==> src/rtl/divider_32b.sv <==
// Multi-cycle unsigned restoring divider.
// One shift/trial-subtract step per clock, using a ripple borrow chain on a
// WIDTH+1-bit trial remainder. Control uses a start/done handshake. The
// quotient, remainder and div_by_zero outputs hold their values until the
// next completion.
module divider_32b #(
    parameter int WIDTH = 32
) (
    input  logic             clk,
    input  logic             rst_n,
    input  logic             start,
    input  logic [WIDTH-1:0] dividend,
    input  logic [WIDTH-1:0] divisor,
    output logic             busy,
    output logic             done,
    output logic [WIDTH-1:0] quotient,
    output logic [WIDTH-1:0] remainder,
    output logic             div_by_zero
);

    localparam int CW = (WIDTH > 2) ? $clog2(WIDTH) : 1;

    typedef enum logic [1:0] {
        IDLE = 2'd0,
        RUN  = 2'd1,
        DONE = 2'd2
    } state_t;

    state_t           state_reg;
    // The dividend shifts out at the MSB while quotient bits shift in at the
    // LSB. After WIDTH steps, this register holds the finished quotient.
    logic [WIDTH-1:0] dividend_reg;
    logic [WIDTH-1:0] divisor_reg;
    // The partial remainder stays below the divisor between steps, so its
    // top bit is always zero. Only WIDTH bits are stored.
    logic [WIDTH-1:0] rem_reg;
    logic [CW-1:0]    count_reg;

    logic [WIDTH:0]   shifted;
    logic [WIDTH:0]   subtrahend;
    logic [WIDTH:0]   trial;
    logic [WIDTH:0]   borrow;
    logic             trial_ok;
    logic [WIDTH-1:0] rem_next;
    logic [WIDTH-1:0] quot_next;

    assign shifted    = {rem_reg, dividend_reg[WIDTH-1]};
    assign subtrahend = {1'b0, divisor_reg};
    assign borrow[0]  = 1'b0;

    // Full-subtractor ripple chain: trial = shifted - {0, divisor}
    generate
        for (genvar gi = 0; gi <= WIDTH; gi++) begin : g_sub
            assign trial[gi] = shifted[gi] ^ subtrahend[gi] ^ borrow[gi];
            if (gi < WIDTH) begin : g_borrow
                assign borrow[gi+1] = (~shifted[gi] & subtrahend[gi])
                                    | (~(shifted[gi] ^ subtrahend[gi]) & borrow[gi]);
            end
        end
    endgenerate

    // The top bit of the WIDTH+1-bit trial is its sign.
    // When the sign is clear, keep the difference and record a 1 in the quotient.
    assign trial_ok  = ~trial[WIDTH];
    assign rem_next  = trial_ok ? trial[WIDTH-1:0] : shifted[WIDTH-1:0];
    assign quot_next = {dividend_reg[WIDTH-2:0], trial_ok};

    // Handshake FSM, iteration datapath and registered result outputs
    always_ff @(posedge clk or negedge rst_n) begin
        if (!rst_n) begin
            state_reg    <= IDLE;
            busy         <= 1'b0;
            done         <= 1'b0;
            quotient     <= '0;
            remainder    <= '0;
            div_by_zero  <= 1'b0;
            dividend_reg <= '0;
            divisor_reg  <= '0;
            rem_reg      <= '0;
            count_reg    <= '0;
        end else begin
            case (state_reg)
                IDLE, DONE: begin
                    done <= 1'b0;
                    if (start) begin
                        dividend_reg <= dividend;
                        divisor_reg  <= divisor;
                        rem_reg      <= '0;
                        count_reg    <= '0;
                        if (divisor != '0) begin
                            state_reg <= RUN;
                            busy      <= 1'b1;
                        end else begin
                            // Divide by zero finishes at once with a saturated quotient.
                            state_reg   <= DONE;
                            quotient    <= '1;
                            remainder   <= dividend;
                            div_by_zero <= 1'b1;
                            done        <= 1'b1;
                        end
                    end else begin
                        state_reg <= IDLE;
                    end
                end
                RUN: begin
                    rem_reg      <= rem_next;
                    dividend_reg <= quot_next;
                    count_reg    <= count_reg + CW'(1);
                    if (count_reg == CW'(WIDTH - 1)) begin
                        quotient    <= quot_next;
                        remainder   <= rem_next;
                        div_by_zero <= 1'b0;
                        done        <= 1'b1;
                        busy        <= 1'b0;
                        state_reg   <= DONE;
                    end
                end
                default: begin
                    state_reg <= IDLE;
                    busy      <= 1'b0;
                    done      <= 1'b0;
                end
            endcase
        end
    end

endmodule

==> config.mk <==
export PLATFORM = sky130hd
export DESIGN_NAME = divider_32b
export DESIGN_NICKNAME = d
export VERILOG_FILES = /design/src/rtl/divider_32b.sv
export SDC_FILE = /design/constraint.sdc
export NUM_CORES = 1
export LEC_CHECK = 0
export CORE_MARGIN = 3
export CORE_UTILIZATION = 54
export DETAILED_ROUTE_END_ITERATION = 16
export PLACE_DENSITY_LB_ADDON = 0.05
export SETUP_SLACK_MARGIN = 0.02
export SYNTH_ARGS = -nofsm -noshare
export SYNTH_HDL_FRONTEND = slang
export SYNTH_SLANG_ARGS = --single-unit
==> constraint.sdc <==
create_clock -name clk -period 14.5 [get_ports clk]
set_input_delay 2.175 -clock clk [delete_from_list [all_inputs] [get_ports clk]]
set_output_delay 2.175 -clock clk [all_outputs]
set_load 0.02 [all_outputs]
After elaboration in Yosys (flattened, before gate mapping)
Index checks and enable logic that the tools add are counted.
{"block": "op_classes", "n_addsub": 1, "n_eq_ne": 7, "mux": 30, "bitwise_logic": 222, "reduce_logical": 8}
{"operator": "2-to-1 mux 32 bit", "count": 9}
{"operator": "one-hot mux 32 bit (2 select lines)", "count": 4}
{"operator": "NOT 1 bit", "count": 64}
{"operator": "bitwise XOR 1 bit", "count": 64}
{"operator": "AND 1 bit", "count": 63}
{"operator": "nonzero test 32 bit", "count": 1}
{"operator": "bitwise OR 1 bit", "count": 31}
{"operator": "one-hot mux 5 bit (2 select lines)", "count": 1}
{"operator": "2-to-1 mux 1 bit", "count": 8}
{"operator": "!= test 2 bit (second input constant)", "count": 4}
{"operator": "2-to-1 mux 2 bit", "count": 3}
{"operator": "one-hot mux 1 bit (2 select lines)", "count": 3}
{"operator": "adder 5 x 1 -> 5 bit (second input constant)", "count": 1}
{"operator": "== test 5 bit (second input constant)", "count": 1}
{"operator": "2-to-1 mux 5 bit", "count": 1}
{"operator": "one-hot mux 2 bit (2 select lines)", "count": 1}
{"operator": "AND reduction 2 bit", "count": 2}
{"operator": "AND reduction 4 bit", "count": 1}
{"operator": "AND reduction 3 bit", "count": 1}
{"operator": "== test 2 x 1 -> 1 bit (second input constant)", "count": 1}
{"operator": "== test 2 bit (second input constant)", "count": 1}
{"operator": "zero test 2 bit", "count": 1}
{"operator": "nonzero test 2 bit", "count": 1}
{"operator": "OR reduction 2 bit", "count": 1}
{"block": "totals", "register_bits": 170, "input_bits": 67, "output_inout_bits": 67, "elab_cells": 278}

Logic depth before layout (Yosys ltp)
{"block": "depth", "word_depth": 68, "mapped_depth": 40, "mapped_depth_nobuf": 39}

Least setup slack after synthesis
No wires, ideal clock.
{"block": "synth_path", "path_type": "reg2reg", "from": "reg dividend_reg[31]", "to": "reg remainder[20]", "setup_time_ps": 129, "arrival_ps": 13273, "t_required_ps": 14371, "setup_slack_ps": 1098, "path_stages_with_launch": 41, "n_path_buf": 1, "synth_period_minus_slack_ps": 13402, "cell_sequence": "dfrtp_1 > inv_1 > ha_1 > inv_1 > fa_1 > inv_1 > fa_1 > fa_1 > fa_1 > fa_1 > fa_1 > fa_1 > fa_1 > fa_1 > fa_1 > fa_1 > fa_1 > fa_1 > (+5 left out) > fa_1 > fa_1 > fa_1 > fa_1 > fa_1 > fa_1 > fa_1 > fa_1 > fa_1 > fa_1 > fa_1 > fa_1 > fa_1 > xnor2_2 > clkbuf_1 > nand2_1 > a31oi_1 > a22oi_2"}
{"block": "synth_between", "elab_chain_cells": 68, "word_cells_on_any_way": 69, "cone_classes": "3 x mux; 66 x bitwise"}
{"element": "start: declaration", "line": "32", "source": "logic [WIDTH-1:0] dividend_reg;"}
{"element": "start signal: assignment", "line": "86", "source": "dividend_reg <= dividend;"}
{"element": "start signal: assignment", "line": "107", "source": "dividend_reg <= quot_next;"}
{"element": "NOT 1 bit (*)", "line": "56", "source": "assign borrow[gi+1] = (~shifted[gi] & subtrahend[gi])"}
{"element": "AND 1 bit (*)", "line": "56"}
{"element": "AND 1 bit (*)", "line": "57", "source": "| (~(shifted[gi] ^ subtrahend[gi]) & borrow[gi]);"}
{"element": "bitwise OR 1 bit (*)", "line": "57"}
{"element": "AND 1 bit (*)", "line": "57"}
{"element": "bitwise OR 1 bit (*)", "line": "57"}
{"element": "AND 1 bit (*)", "line": "57"}
{"element": "bitwise OR 1 bit (*)", "line": "57"}
{"element": "(+52 left out)"}
{"element": "AND 1 bit", "line": "57"}
{"element": "bitwise OR 1 bit", "line": "57"}
{"element": "AND 1 bit", "line": "57"}
{"element": "bitwise OR 1 bit", "line": "57"}
{"element": "bitwise XOR 1 bit", "line": "54", "source": "assign trial[gi] = shifted[gi] ^ subtrahend[gi] ^ borrow[gi];"}
{"element": "2-to-1 mux 32 bit (*)", "line": "65", "source": "assign rem_next = trial_ok ? trial[WIDTH-1:0] : shifted[WIDTH-1:0];"}
{"element": "2-to-1 mux 32 bit (*)", "line": "109", "source": "if (count_reg == CW'(WIDTH - 1)) begin"}
{"element": "one-hot mux 32 bit (2 select lines) (*)", "line": "82", "source": "case (state_reg)"}
{"element": "end signal: assignment", "line": "97", "source": "remainder <= dividend;"}
{"element": "end signal: assignment", "line": "111", "source": "remainder <= rem_next;"}
{"element": "end: declaration", "line": "17", "source": "output logic [WIDTH-1:0] remainder,"}
Mark *: on every way between the ends. The rest lies on a longest branch, timed or not. The select of a mux whose other input is x is not followed.
A chain may end at the register's enable or synchronous reset.

Worst setup path after layout
{"block": "layout_path", "from": "reg dividend_reg[31]", "to": "reg remainder[21]"}
{"block": "layout_between", "elab_chain_cells": 68, "word_cells_on_any_way": 69, "cone_classes": "3 x mux; 66 x bitwise"}
{"element": "NOT 1 bit (*)", "line": "56"}
{"element": "AND 1 bit (*)", "line": "56"}
{"element": "AND 1 bit (*)", "line": "57"}
{"element": "bitwise OR 1 bit (*)", "line": "57"}
{"element": "AND 1 bit (*)", "line": "57"}
{"element": "bitwise OR 1 bit (*)", "line": "57"}
{"element": "AND 1 bit (*)", "line": "57"}
{"element": "bitwise OR 1 bit (*)", "line": "57"}
{"element": "(+52 left out)"}
{"element": "AND 1 bit", "line": "57"}
{"element": "bitwise OR 1 bit", "line": "57"}
{"element": "AND 1 bit", "line": "57"}
{"element": "bitwise OR 1 bit", "line": "57"}
{"element": "bitwise XOR 1 bit", "line": "54"}
{"element": "2-to-1 mux 32 bit (*)", "line": "65"}
{"element": "2-to-1 mux 32 bit (*)", "line": "109"}
{"element": "one-hot mux 32 bit (2 select lines) (*)", "line": "82"}
Marked as above.

==> flow_summary.toml <==
[placement]
place_inst = 1162
dp_hpwl_um = 14700
gp_congestion = 0.825
portBuffers = 133

[setup_path]
cp-startpoint = "dividend_reg[31]"
max_stage_delay_ns = 0.50
reg2regPathDepth = 40
critPathMaxFanout = 28
slowest_stage = "fa_1"
r2r_slack_ns = 0.43
crit_type = "reg -> reg"
worstReg2RegStart = "dividend_reg[31]"
rr_endpoint = "remainder[21]"
required_ns = 14.79
endpoint = "remainder[21]"
endpoint_kind = "flip-flop"
cp-start-kind = "flip-flop"
worstPathArrival_ns = 14.36
cp_common_cell = "fa_1"

[yosys]
synth_nets = 1000
syn-cell-area_sq_um = 8380
yosysTopAreaCell = "dfrtp_1"
yosys_warnings = 0
ys_seq_area_share_pct = 50.5
avgSynthCellArea_sq_um = 9.32
synthCells = 899
synth_edf_count = 0
ys_top_cells_by_area = "dfrtp_1 50%, nand2_1 10%, fa_1 7.4%"
ys.flop_type = "dfrtp_1"
synth_cell_types = 44
async_flop_share_pct = 100
synth_seq_cells = 169
yosys.area.top_type_share_pct = 50.5

[outcome]
status = "finished, final reports clean"

[cts]
cts_tree = "built"
cts.sink_count = 169
root_buffer = "clkbuf_16"
clk_pin_slew_ns = 0.07
cts-buffers-inserted = 17
postCtsHoldBufs = 0
clock_path_buffers = 2
htree_levels = 4
clk_latency_ns = 0.43

[global_routing]
grt_max_degree = 99
grt_pass1_wl_um = 34800
grt_overflow_total = 0
antenna_found_initial = 0
grt_pass1_vias = 6506
grt.total_usage_pct = 26.5

[sta]
rsz0062_at_grt = "no"
worstMarginPinSlew_ns = 1.12
tns_ns = 0
hold_viol = 0
finalCritPeriodShare_pct = 97.0
fmax_mhz = 71.1
relSlewSlack_pct = 25.4
finClkSkew_ns = 0.00700
hold_slack_ns = 0.482
setup_viol = 0
maxSlewViolCount = 0
period_minus_slack_ns = 14.07

[route]
vias = 6868
vias_per_cell = 5.73
wirelength_um = 21900
dr.pass1.iters = 5
drtIter0Drc = 615
ant_nets = 0
post-route-drc-count = 0
avgRoutedWirePerCell_um = 18.2

[cells_and_area]
n_antenna_cell = 0
utilization_pct = 69.9
final_common_cell = "nand2_1"
fin_cells = 1198
final_cell_mix = "229 x nand2_1, 169 x dfrtp_1, 140 x nor2_1, 132 x clkdlybuf4s50_1, 48 x a21oi_1"
final_nets = 1102
areaGrowthSynthToFinish_pct = 24.0
drive_gt1_share_pct = 7.59
nFillCells = 1183

[power]
pwr-share-comb_pct = 53.7
powerDensity_nw_per_um2 = 273
cellLeakagePower_nw = 4.57
irDropWorstVdd_mv = 0.125
p_sw_w = 0.00123
power.internal_w = 0.00161
pwr-share-seq_pct = 30.8
p_sw_share_pct = 43.3
power_w = 0.00284
p_clk_share_pct = 15.5

[floorplan]
initial_core_util_pct = 56.4
coreArea_sq_um = 14900
ioPinCount = 134
rows = 44
fp.dieW_um = 131
die-area_sq_um = 17000
die_h_um = 131

[job]
drv_cap = 0

[min_path]
hp-class = "reg -> reg"
stage by stage:
stage / instance area [sq um] / worst slack [ns]
6_report: 10400 / 0.429
5_1_grt: 10400 / 0.0414
4_1_cts: 10300 / 0.364
3_5_place_dp: 9770 / 0.454
3_3_place_gp: 9770 / 0.606
2_1_floorplan: 8380 / 1.10
area by class of cell:
class | count | area [sq um] | area share, %
timing repair buffer | 146 | 1460 | 14.1
multi-input combinational | 631 | 3760 | 36.2
sequential | 169 | 4230 | 40.7
clock inverter | 10 | 95.1 | 0.915
inverter | 36 | 138 | 1.32
tap | 184 | 230 | 2.22
clock buffer | 22 | 474 | 4.56
what timing repair did:
item                                    CTS  global route
resized for setup                         0             0
setup buffers                             0             3
endpoints found under the setup margin    0            14
per-layer routing:
layer	wire length [um]	GRT usage, %	vias to the layer above
li1	-	-	3224
met1	10200	39.4	3335
met2	9850	39.6	271
met3	1430	5.16	38
met4	395	8.41	0
met5	0	0	-
worst max-delay path, delay by kind of cell (launching register included):
family / cells / cell delay, ns
xor gates and xnor gates: 1 / 0.22
DFF: 1 / 0.32
buffers and inverters: 5 / 0.53
adders and majority gates: 32 / 12.36
AOI/OAI and AO/OA: 2 / 0.50
synthesized netlist by cell type (6+ instances only):
library cell	instances
a211oi_1	15
a21oi_1	48
a22oi_1	8
a22oi_2	6
a31oi_1	46
a32o_1	13
and2_1	14
buf_2	8
clkbuf_1	43
dfrtp_1	169
fa_1	31
inv_1	35
nand2_1	229
nor2_1	141
o21ai_0	21
o32ai_2	10
worst min-delay path by stage:
stage | start | cells past startpoint | to | slack (ns)
final | divisor_reg[0] | 2 | divisor_reg[0] | 0.48
after CTS | div_by_zero | 2 | div_by_zero | 0.49
after floorplan | count_reg[3] | 1 | count_reg[3] | 0.45
after global placement | div_by_zero | 2 | div_by_zero | 0.46
after detailed placement | div_by_zero | 2 | div_by_zero | 0.47
after global routing | rem_reg[23] | 2 | rem_reg[23] | 0.51
power by group through the flow:
stage,clock (W),combinational (W),sequential (W)
final,0.000438,0.00152,0.000874
after global routing,0.000462,0.00170,0.000902
after CTS,0.000444,0.00147,0.000873
after detailed placement,0,0.00146,0.000879
after global placement,0,0.00144,0.000873
after floorplan,0,0.000938,0.000921
kinds of logic (layout without fill, tap and decap cells):
kind of cell    Yosys count  in the layout  synth area share (%)
flops                   169            169                  50.5
xor+xnor                  2              2                 0.388
simple gates            405            405                  19.7
compound gates          188            188                  16.1
mux                       2              2                 0.299
fa+ha+maj                34             34                  7.85
buf+inv                  99            214                  5.17
(Power assumes the default switching activity.)
